<file path="config.mk">
export PLATFORM = sky130hd
export DESIGN_NAME = lzc_normalizer
export DESIGN_NICKNAME = d
export VERILOG_FILES = /design/src/rtl/lzc_normalizer.sv
export SDC_FILE = /design/constraint.sdc
export NUM_CORES = 1
export LEC_CHECK = 0
export CAP_MARGIN = 20
export CORE_ASPECT_RATIO = 1.4
export CORE_MARGIN = 5
export CORE_UTILIZATION = 50
export CTS_CLUSTER_SIZE = 12
export DETAILED_ROUTE_END_ITERATION = 12
export MAX_ROUTING_LAYER = met4
export PLACE_DENSITY = 0.86
export SLEW_MARGIN = 20
export SYNTH_ARGS = -nofsm -noshare
export SYNTH_HDL_FRONTEND = slang
export SYNTH_SLANG_ARGS = --single-unit
</file>
<file path="constraint.sdc">
create_clock -name clk -period 5.2 [get_ports clk]
set_input_delay 0.52 -clock clk [delete_from_list [all_inputs] [get_ports clk]]
set_output_delay 0.52 -clock clk [all_outputs]
set_load 0.005 [all_outputs]
</file>
<file path="src/rtl/lzc_normalizer.sv">
// Two-stage mantissa normalizer driven by an upstream leading-zero count.
// Clamps the shift to the exponent headroom and flags underflow.
module lzc_normalizer #(
  parameter int WIDTH = 16,
  parameter int COUNT = $clog2(WIDTH),
  parameter int EXP_W = 8
) (
  input  logic             clk,
  input  logic             rst,
  input  logic             in_valid,
  output logic             in_ready,
  input  logic [WIDTH-1:0] in_data,
  input  logic [EXP_W-1:0] in_exp,
  input  logic [COUNT:0]   in_z,
  input  logic             in_nv,
  output logic             out_valid,
  input  logic             out_ready,
  output logic [WIDTH-1:0] out_data,
  output logic [EXP_W-1:0] out_exp,
  output logic [COUNT:0]   out_shift,
  output logic             out_zero,
  output logic             out_uflow
);

  localparam logic [COUNT:0] SMAX = (COUNT+1)'(WIDTH-1);
  localparam logic [COUNT:0] SALL = (COUNT+1)'(WIDTH);

  logic             s1_v;
  logic [WIDTH-1:0] s1_data;
  logic [EXP_W-1:0] s1_exp;
  logic             s1_nv;
  logic [COUNT:0]   s1_s;
  logic             s2_v;

  logic             s2_load;
  logic             s1_adv;
  logic             s1_load;
  logic [COUNT:0]   s_clamp;

  logic [COUNT:0]   sh;
  logic [EXP_W-1:0] ex;
  logic [WIDTH-1:0] dat;
  logic             uf;
  logic             zr;

  // Handshake: a stage loads when empty or when its beat moves on.
  always_comb begin
    s2_load  = !s2_v || out_ready;
    s1_adv   = s1_v && s2_load;
    s1_load  = !s1_v || s1_adv;
    in_ready = !rst && s1_load;
    s_clamp  = (in_z > SMAX) ? SMAX : in_z;
  end

  assign out_valid = s2_v && !rst;

  // S1 captures the beat together with its clamped shift.
  always_ff @(posedge clk) begin
    if (rst) begin
      s1_v    <= 1'b0;
      s1_data <= '0;
      s1_exp  <= '0;
      s1_nv   <= 1'b0;
      s1_s    <= '0;
    end else if (s1_load) begin
      s1_v <= in_valid;
      if (in_valid) begin
        s1_data <= in_data;
        s1_exp  <= in_exp;
        s1_nv   <= in_nv;
        s1_s    <= s_clamp;
      end
    end
  end

  // Limit the shift to the available exponent; zero input wins.
  always_comb begin
    sh  = '0;
    ex  = '0;
    dat = '0;
    uf  = 1'b0;
    zr  = 1'b0;
    if (s1_nv) begin
      sh = SALL;
      zr = 1'b1;
    end else begin
      if (32'(s1_exp) >= 32'(s1_s)) begin
        sh = s1_s;
        ex = s1_exp - EXP_W'(s1_s);
      end else begin
        sh = (COUNT+1)'(s1_exp);
        uf = 1'b1;
      end
      dat = s1_data << sh;
    end
  end

  // S2 holds the normalized result until the consumer takes it.
  always_ff @(posedge clk) begin
    if (rst) begin
      s2_v      <= 1'b0;
      out_data  <= '0;
      out_exp   <= '0;
      out_shift <= '0;
      out_zero  <= 1'b0;
      out_uflow <= 1'b0;
    end else if (s2_load) begin
      s2_v <= s1_v;
      if (s1_v) begin
        out_data  <= dat;
        out_exp   <= ex;
        out_shift <= sh;
        out_zero  <= zr;
        out_uflow <= uf;
      end
    end
  end

endmodule

</file>
==> results of run 1 <==
## power groups by stage
stage                     logic [mW]  clock network, mW  registers, mW
after global placement         0.278                  0          0.540
final                          0.291              0.510          0.531
after global routing           0.314              0.538          0.534
after detailed placement       0.285                  0          0.541
after CTS                      0.288              0.513          0.530
after floorplan                0.200                  0          0.536
## per-stage QoR
stage          worst slack, ns  total power, mW  std cells  hold slack [ns]  utilization (%)
5_1_grt                  1.519            1.387        529           0.4675            64.58
3_5_place_dp             1.572           0.8261        514           0.4480            60.85
4_1_cts                  1.538            1.331        529           0.4570            64.46
3_3_place_gp             1.742           0.8184        514           0.4468            60.85
6_report                 1.660            1.332        529           0.4589            64.58
2_1_floorplan            2.447           0.7360        396           0.4357                -
## state kept, by name, indices dropped and copies added (netlist names)
name / count
out_data: 16
out_exp: 8
out_shift: 5
out_uflow: 1
out_zero: 1
s1_data: 16
s1_exp: 8
s1_nv: 1
s1_s: 5
s1_v: 1
s2_v: 1
## cells in the final DEF, fill, tap and decap left out, types with 2 or more instances in the layout
cell type	count
a211o_1	2
nor3_1	10
a21oi_4	2
a22o_1	4
nor3_2	2
ha_1	5
o211ai_1	3
bufinv_16	3
o21ai_0	8
a211oi_1	4
xnor2_1	2
nand2b_1	4
nor2b_1	6
nand3b_1	2
mux2i_1	23
nand2_1	75
a21oi_2	3
o221ai_1	2
xor2_1	3
inv_1	8
nor2_1	36
mux2i_2	3
mux2_2	3
a21o_1	3
a221o_1	2
clkbuf_8	9
clkdlybuf4s50_1	65
or2_2	2
a22oi_1	21
clkinvlp_4	2
a21oi_1	39
and2_1	2
dfxtp_1	63
buf_4	2
a221oi_1	3
nand3_1	7
## metal layers
metal / routed length, µm / vias to the layer above
met5: 0 / -
li1: - / 1522
met1: 3420 / 1476
met2: 4857 / 99
met3: 347 / 27
met4: 401 / 0
## layout make-up
class	count	area, µm²
Multi-Input combinational cell	301	1897
Clock inverter	6	110.1
Sequential cell	63	1261
Fill cell	534	2296
Timing Repair Buffer	68	670.6
Inverter	8	30.03
Clock buffer	9	123.9
Tap cell	74	92.59
## worst register-to-register path, cell delays in order, from the launching register on
cell and delay [ns]:
dfxtp_1 0.45, ha_1 0.23, inv_1 0.06, fa_1 0.42
nand3_2 0.15, a31oi_2 0.15, nor2_1 0.66, a21o_1 0.55
mux2i_1 0.18, mux2_2 0.30, a221o_1 0.29
## cell families (layout without fill, tap and decap cells)
family / after synthesis / after routing / synth area share [%]
simple gates: 156 / 156 / 21.97
compound gates: 104 / 104 / 21.63
flops: 63 / 63 / 38.31
buf+inv: 32 / 91 / 4.295
mux: 30 / 30 / 9.958
fa+ha+maj: 6 / 6 / 2.509
xor+xnor: 5 / 5 / 1.331
## final timing paths
path / start / to / slack, ns
hold / removal: out_data[5] / out_data[5] / 0.46
setup / recovery: s1_s[0] / out_data[15] / 1.66
hold reg to reg: out_data[5] / out_data[5] / 0.46
setup reg to reg: s1_s[0] / out_data[15] / 1.66
==> impl_results.md, run 1 <==
* Run status: finished clean
* R2R cell count at 10
* Final min period at 3.540 ns
* Worst path bufs/invs at 1
* First-pass GRT wire length at 14.52 mm
* Slowest cell on crit path: nor2_1
* Routed WL per cell at 17.06 µm
* Rows at 35
* Remaining Overflow, GRT at 0
* Main flop type after synthesis: dfxtp_1
* ANT cells at 0
* Cell area after layout at around 0.0042 mm²
* Crit path max-delay family: compound AO/OA/AOI/OAI gates
* Setup_tns at 0 ns
* Die X-Extent at 78.58 µm
* Worst Skew at 0.009665 ns
* Fmax at 282.5 MHz
* Final #Nets at roughly 490
* EDFF count, synth at 0
* RSZ-0062 raised after global routing: no
* Tcrit/Tclk final at around two thirds
* Drt total wl at 9.027 mm
* Clock root buffer: clkbuf_8
* Area Overhead vs Synth at 27.14%
* Clock-pin slew on the worst setup and hold paths at 0.07 ns
* Ys async rst share at 0%
* Seq pwr share at about two fifths
* Critical path class: reg2reg
* Clock network power share at a little under two fifths
* Crit path depth at 10
* Die H at 106.0 µm
* Synth area leader: dfxtp_1
* CTS HTree Levels at 3
* Post-CTS Setup Inserts at 0
* Internal at approximately 0.95 mW
* Switching share of power at 28.64%
* Hold crit path type: reg2reg
* Share of cells above drive strength 1 at 9.011%
* TritonCTS Buffers at 9
* GR Layer Usage met2 at between 40% and 50%
* Synth unique cells at 55
* CP Data Arrival Time at approximately 3.8 ns
* Most common cell in the netlist: nand2_1
* Max transition margin at 31.30%
* Final setup fails at 0
* Cts repair resizes at 0
* Die area at 0.008329 mm²
* Worst setup SP type: register
* Clock sinks at 63
* Synth Cell Area at 0.003292 mm²
* Initial antenna violation count at 0
* TritonRoute pass-1 iters at 5
* HPWL Detailed at 6.565 mm
* Power density cells at 318.2 mW/mm²
* Worst slew pin tran at ~1.0 ns
* Psw at between 0.3 and 0.4 mW
* Core box area at 0.006481 mm²
* Share of the synthesized area in the top cell type at 38.31%
* Post-synthesis instance total at 396
* Cells on Worst Hold Path at 2
* Placed inst area at about 0.004 mm²
* Crit-path max cell delay at 0.66 ns
* Max-slew violation count at 0
* Io pins at 67
* Via-to-Cell Ratio at 5.905
* CP Max Fanout at 12
* Largest cells by area after synthesis: dfxtp_1 38%, nand2_1 8.6%, mux2i_1 7.0%, a21oi_1 5.9%, a22oi_1 4.8%
* CTS Hold Bufs at 0
* Max Cap Viol at 0
* GRT Util Overall at a little under a quarter
* Static leakage at 1.638 nW
* Clk buf depth at 2
* Via count of the first global-routing pass at 3067
* Mean Syn Cell Area at about 8.3 µm²
* Combinational share of power at a little over a fifth
* Largest net degree at the start of global routing at 65
* Port Buffer Count at 66
* Gr busiest metal: met2
* Critical Path RT at 5.44 ns
* VDD IR max at around 0.22 mV
* Ys Warns at 0
* Met3 Usage GRT at 4.492%
* DRC viols at 0
* Cell chain of the critical path: ha_1 -> inv_1 -> fa_1 -> nand3_2 -> a31oi_2 -> nor2_1 -> a21o_1 -> mux2i_1 -> mux2_2 -> a221o_1
* Via count at between 3000 and 4000
* Hold Vio Cnt, Final at 0
* Clock Latency Late Sink at about 0.35 ns
* Met1 usage at about 23%
* Starting DRT DRC Count at 236
* CP endpoint kind: register
* Post-synthesis sequential area ratio at 38.31%
* Synth cell count leaders: 75 x nand2_1, 63 x dfxtp_1, 39 x a21oi_1, 36 x nor2_1, 23 x mux2i_1
* Gpl congestion at 0.9392
* Synthesized Nets at 436
* Initial Utilization at just over 50%
* CTS tree: yes
* Yosys reg bits at 63
* Post-route ant nets at 0
(Power assumes the default switching activity.)
==> run 2: changes to the inputs <==
Settings changed: CORE_UTILIZATION 50 to 46, PLACE_DENSITY 0.86 to 0.84.
Clock period 5.2 ns to 3 ns, I/O delays scaled along.
==> run 2 against run 1 <==
  * Critical path type unchanged
  * First-iteration DRC count shrank 18%
  * Clock skew shrank 0.0013 ns
  * Largest cell class unchanged
  * Clock power grew 65%
  * Via count increased by 2.9%
  * Sequential power up 73%
  * Die area is 7.7% higher
  * Final cell count is 8.7% higher
==> impl_results.md, run 2 (synthesis gave the netlist of run 1 again) <==
* R2R cell count at 13 (was 10)
* CP Max Fanout at 10 (was 12)
* Critical path class: reg2reg (unchanged)
* Power density cells at 527.4 mW/mm² (was 318.2 mW/mm²)
* Share of cells above drive strength 1 at 14.58% (was 9.011%)
* Worst slew pin tran at 0.7086 ns (was 1.028 ns)
* Max-slew violation count at 0 (unchanged)
* Initial antenna violation count at 0 (unchanged)
* TritonCTS Buffers at 9 (unchanged)
* Static leakage at 1.760 nW (was 1.638 nW)
* Largest net degree at the start of global routing at 38 (was 65)
* Hold crit path type: in2reg (was reg2reg)
* Clock sinks at 63 (unchanged)
* Clk buf depth at 2 (unchanged)
* CTS HTree Levels at 3 (unchanged)
* # fillers at 598 (was 534)
* Core box area at 0.006982 mm² (was 0.006481 mm²)
* CTS Hold Bufs at 0 (unchanged)
* Clock Latency Late Sink at 0.36 ns (was 0.35 ns)
* Final setup fails at 0 (unchanged)
* Final #Nets at 515 (was 491)
* CP Data Arrival Time at 3.14 ns (was 3.78 ns)
* Regs by FF count: out_data: 16 flops, s1_data: 16 flops (unchanged)
* Hold Vio Cnt, Final at 0 (unchanged)
* Worst Skew at 0.008332 ns (was 0.009665 ns)
* Port Buffer Count at 66 (unchanged)
* Worst setup SP type: register (unchanged)
* Commonest cells after routing, fill and taps aside: 75 x nand2_1, 65 x clkdlybuf4s50_1, 63 x dfxtp_1, 39 x a21oi_1, 35 x nor2_1 (was 75 x nand2_1, 65 x clkdlybuf4s50_1, 63 x dfxtp_1, 39 x a21oi_1, 36 x nor2_1)
* Via count of the first global-routing pass at 3167 (was 3067)
* Area Overhead vs Synth at 35.12% (was 27.14%)
* Fmax at 344.7 MHz (was 282.5 MHz)
* Via count at 3215 (was 3124)
* Io pins at 67 (unchanged)
* Drt total wl at 9.454 mm (was 9.027 mm)
* Max Cap Viol at 0 (unchanged)
* RSZ-0062 raised after global routing: yes (was no)
* First-pass GRT wire length at 15.18 mm (was 14.52 mm)
* Die X-Extent at 81.50 µm (was 78.58 µm)
* Die H at 110.1 µm (was 106.0 µm)
* ANT cells at 0 (unchanged)
* Final min period at 2.901 ns (was 3.540 ns)
* Clock-pin slew on the worst setup and hold paths at 0.07 ns (about the same)
* Gpl congestion at 0.8777 (was 0.9392)
* DRC viols at 0 (unchanged)
* Initial Utilization at 47.15% (was 50.79%)
* Cells on Worst Hold Path at 2 (unchanged)
* Final worst slack at 0.09873 ns (was 1.660 ns)
* CP endpoint kind: register (unchanged)
* Starting DRT DRC Count at 193 (was 236)
* Worst hold slack at 0.4436 ns (was 0.4589 ns)
* Via-to-Cell Ratio at 5.591 (was 5.905)
* Remaining Overflow, GRT at 0 (unchanged)
* Commonest non-fill, non-tap cell in the layout: nand2_1 (unchanged)
* Rows at 36 (was 35)
* Die area at 0.008972 mm² (was 0.008329 mm²)
* HPWL Detailed at 7.102 mm (was 6.565 mm)
* Routed WL per cell at 16.44 µm (was 17.06 µm)
* GRT Util Overall at 23.05% (was 22.86%)
* Tcrit/Tclk final at 96.71% (was 68.08%)
* Max transition margin at 52.65% (was 31.30%)
* Place WS at 0.06957 ns (was 1.572 ns)
* Critical Path RT at 3.24 ns (was 5.44 ns)
* Post-route ant nets at 0 (unchanged)
* Clock root buffer: clkbuf_8 (unchanged)
* TritonRoute pass-1 iters at 4 (was 5)
* CTS tree: yes (unchanged)
* VDD IR max at 0.3140 mV (was 0.2216 mV)
* Run status: finished clean (unchanged)
## run 2: path summary, 6_finish.rpt
kind	start	endpoint	slack [ns]
max reg2reg	s1_exp[0]	out_data[15]	0.1
min reg2reg	out_data[5]	out_data[5]	0.46
max	s1_exp[0]	out_data[15]	0.1
min	rst	out_exp[7]	0.44
## run 2: per-stage QoR
stage	utilization, %	total power, mW	cells	instance area, µm²	setup TNS, ns
floorplan	-	1.276	396	3292	0
global placement	58.98	1.467	553	4118	0
detailed placement	58.98	1.474	553	4118	0
CTS	62.19	2.313	569	4342	0
global route	63.71	2.454	575	4448	-0.04024
finish	63.71	2.346	575	4448	0
## run 2: cell type report
| class | count | area [µm²] | share of cell area [%] |
|---|---|---|---|
| multi-input cells | 301 | 1933 | 43.46 |
| well taps | 95 | 118.9 | 2.672 |
| inverters | 8 | 30.03 | 0.6751 |
| repair buffers | 92 | 880.8 | 19.80 |
| flip-flops and latches | 63 | 1261 | 28.35 |
| clock inverters | 3 | 65.06 | 1.463 |
| clock buffers | 13 | 158.9 | 3.572 |
## run 2: where the power goes
part	leakage (nW)	total, mW	internal [mW]	switching [mW]
Combinational	1.13	0.582	0.284	0.298
Clock	0.114	0.842	0.512	0.330
Sequential	0.515	0.921	0.880	0.0411
## run 2: what timing repair did
item	in CTS	in global routing
gates resized for setup	0	11
setup endpoints to repair	0	9
buffers inserted	0	5
## run 2: critical path: stages, from the launching register on
cell and delay (ns):
dfxtp_1 0.32, inv_2 0.09, ha_1 0.19, inv_1 0.06, fa_1 0.40, nand3_2 0.14
a31o_4 0.19, nand2_4 0.08, a21oi_4 0.18, buf_12 0.17, mux2i_2 0.23, mux2i_1 0.12
mux2_2 0.29, a221o_1 0.30
## run 2: metal layers
layer	vias up	wire length [µm]	GRT usage, %
met4	0	437	15.10
met5	-	0	-
li1	1563	-	-
met2	112	5016	40.21
met3	36	469	5.203
met1	1504	3531	22.59
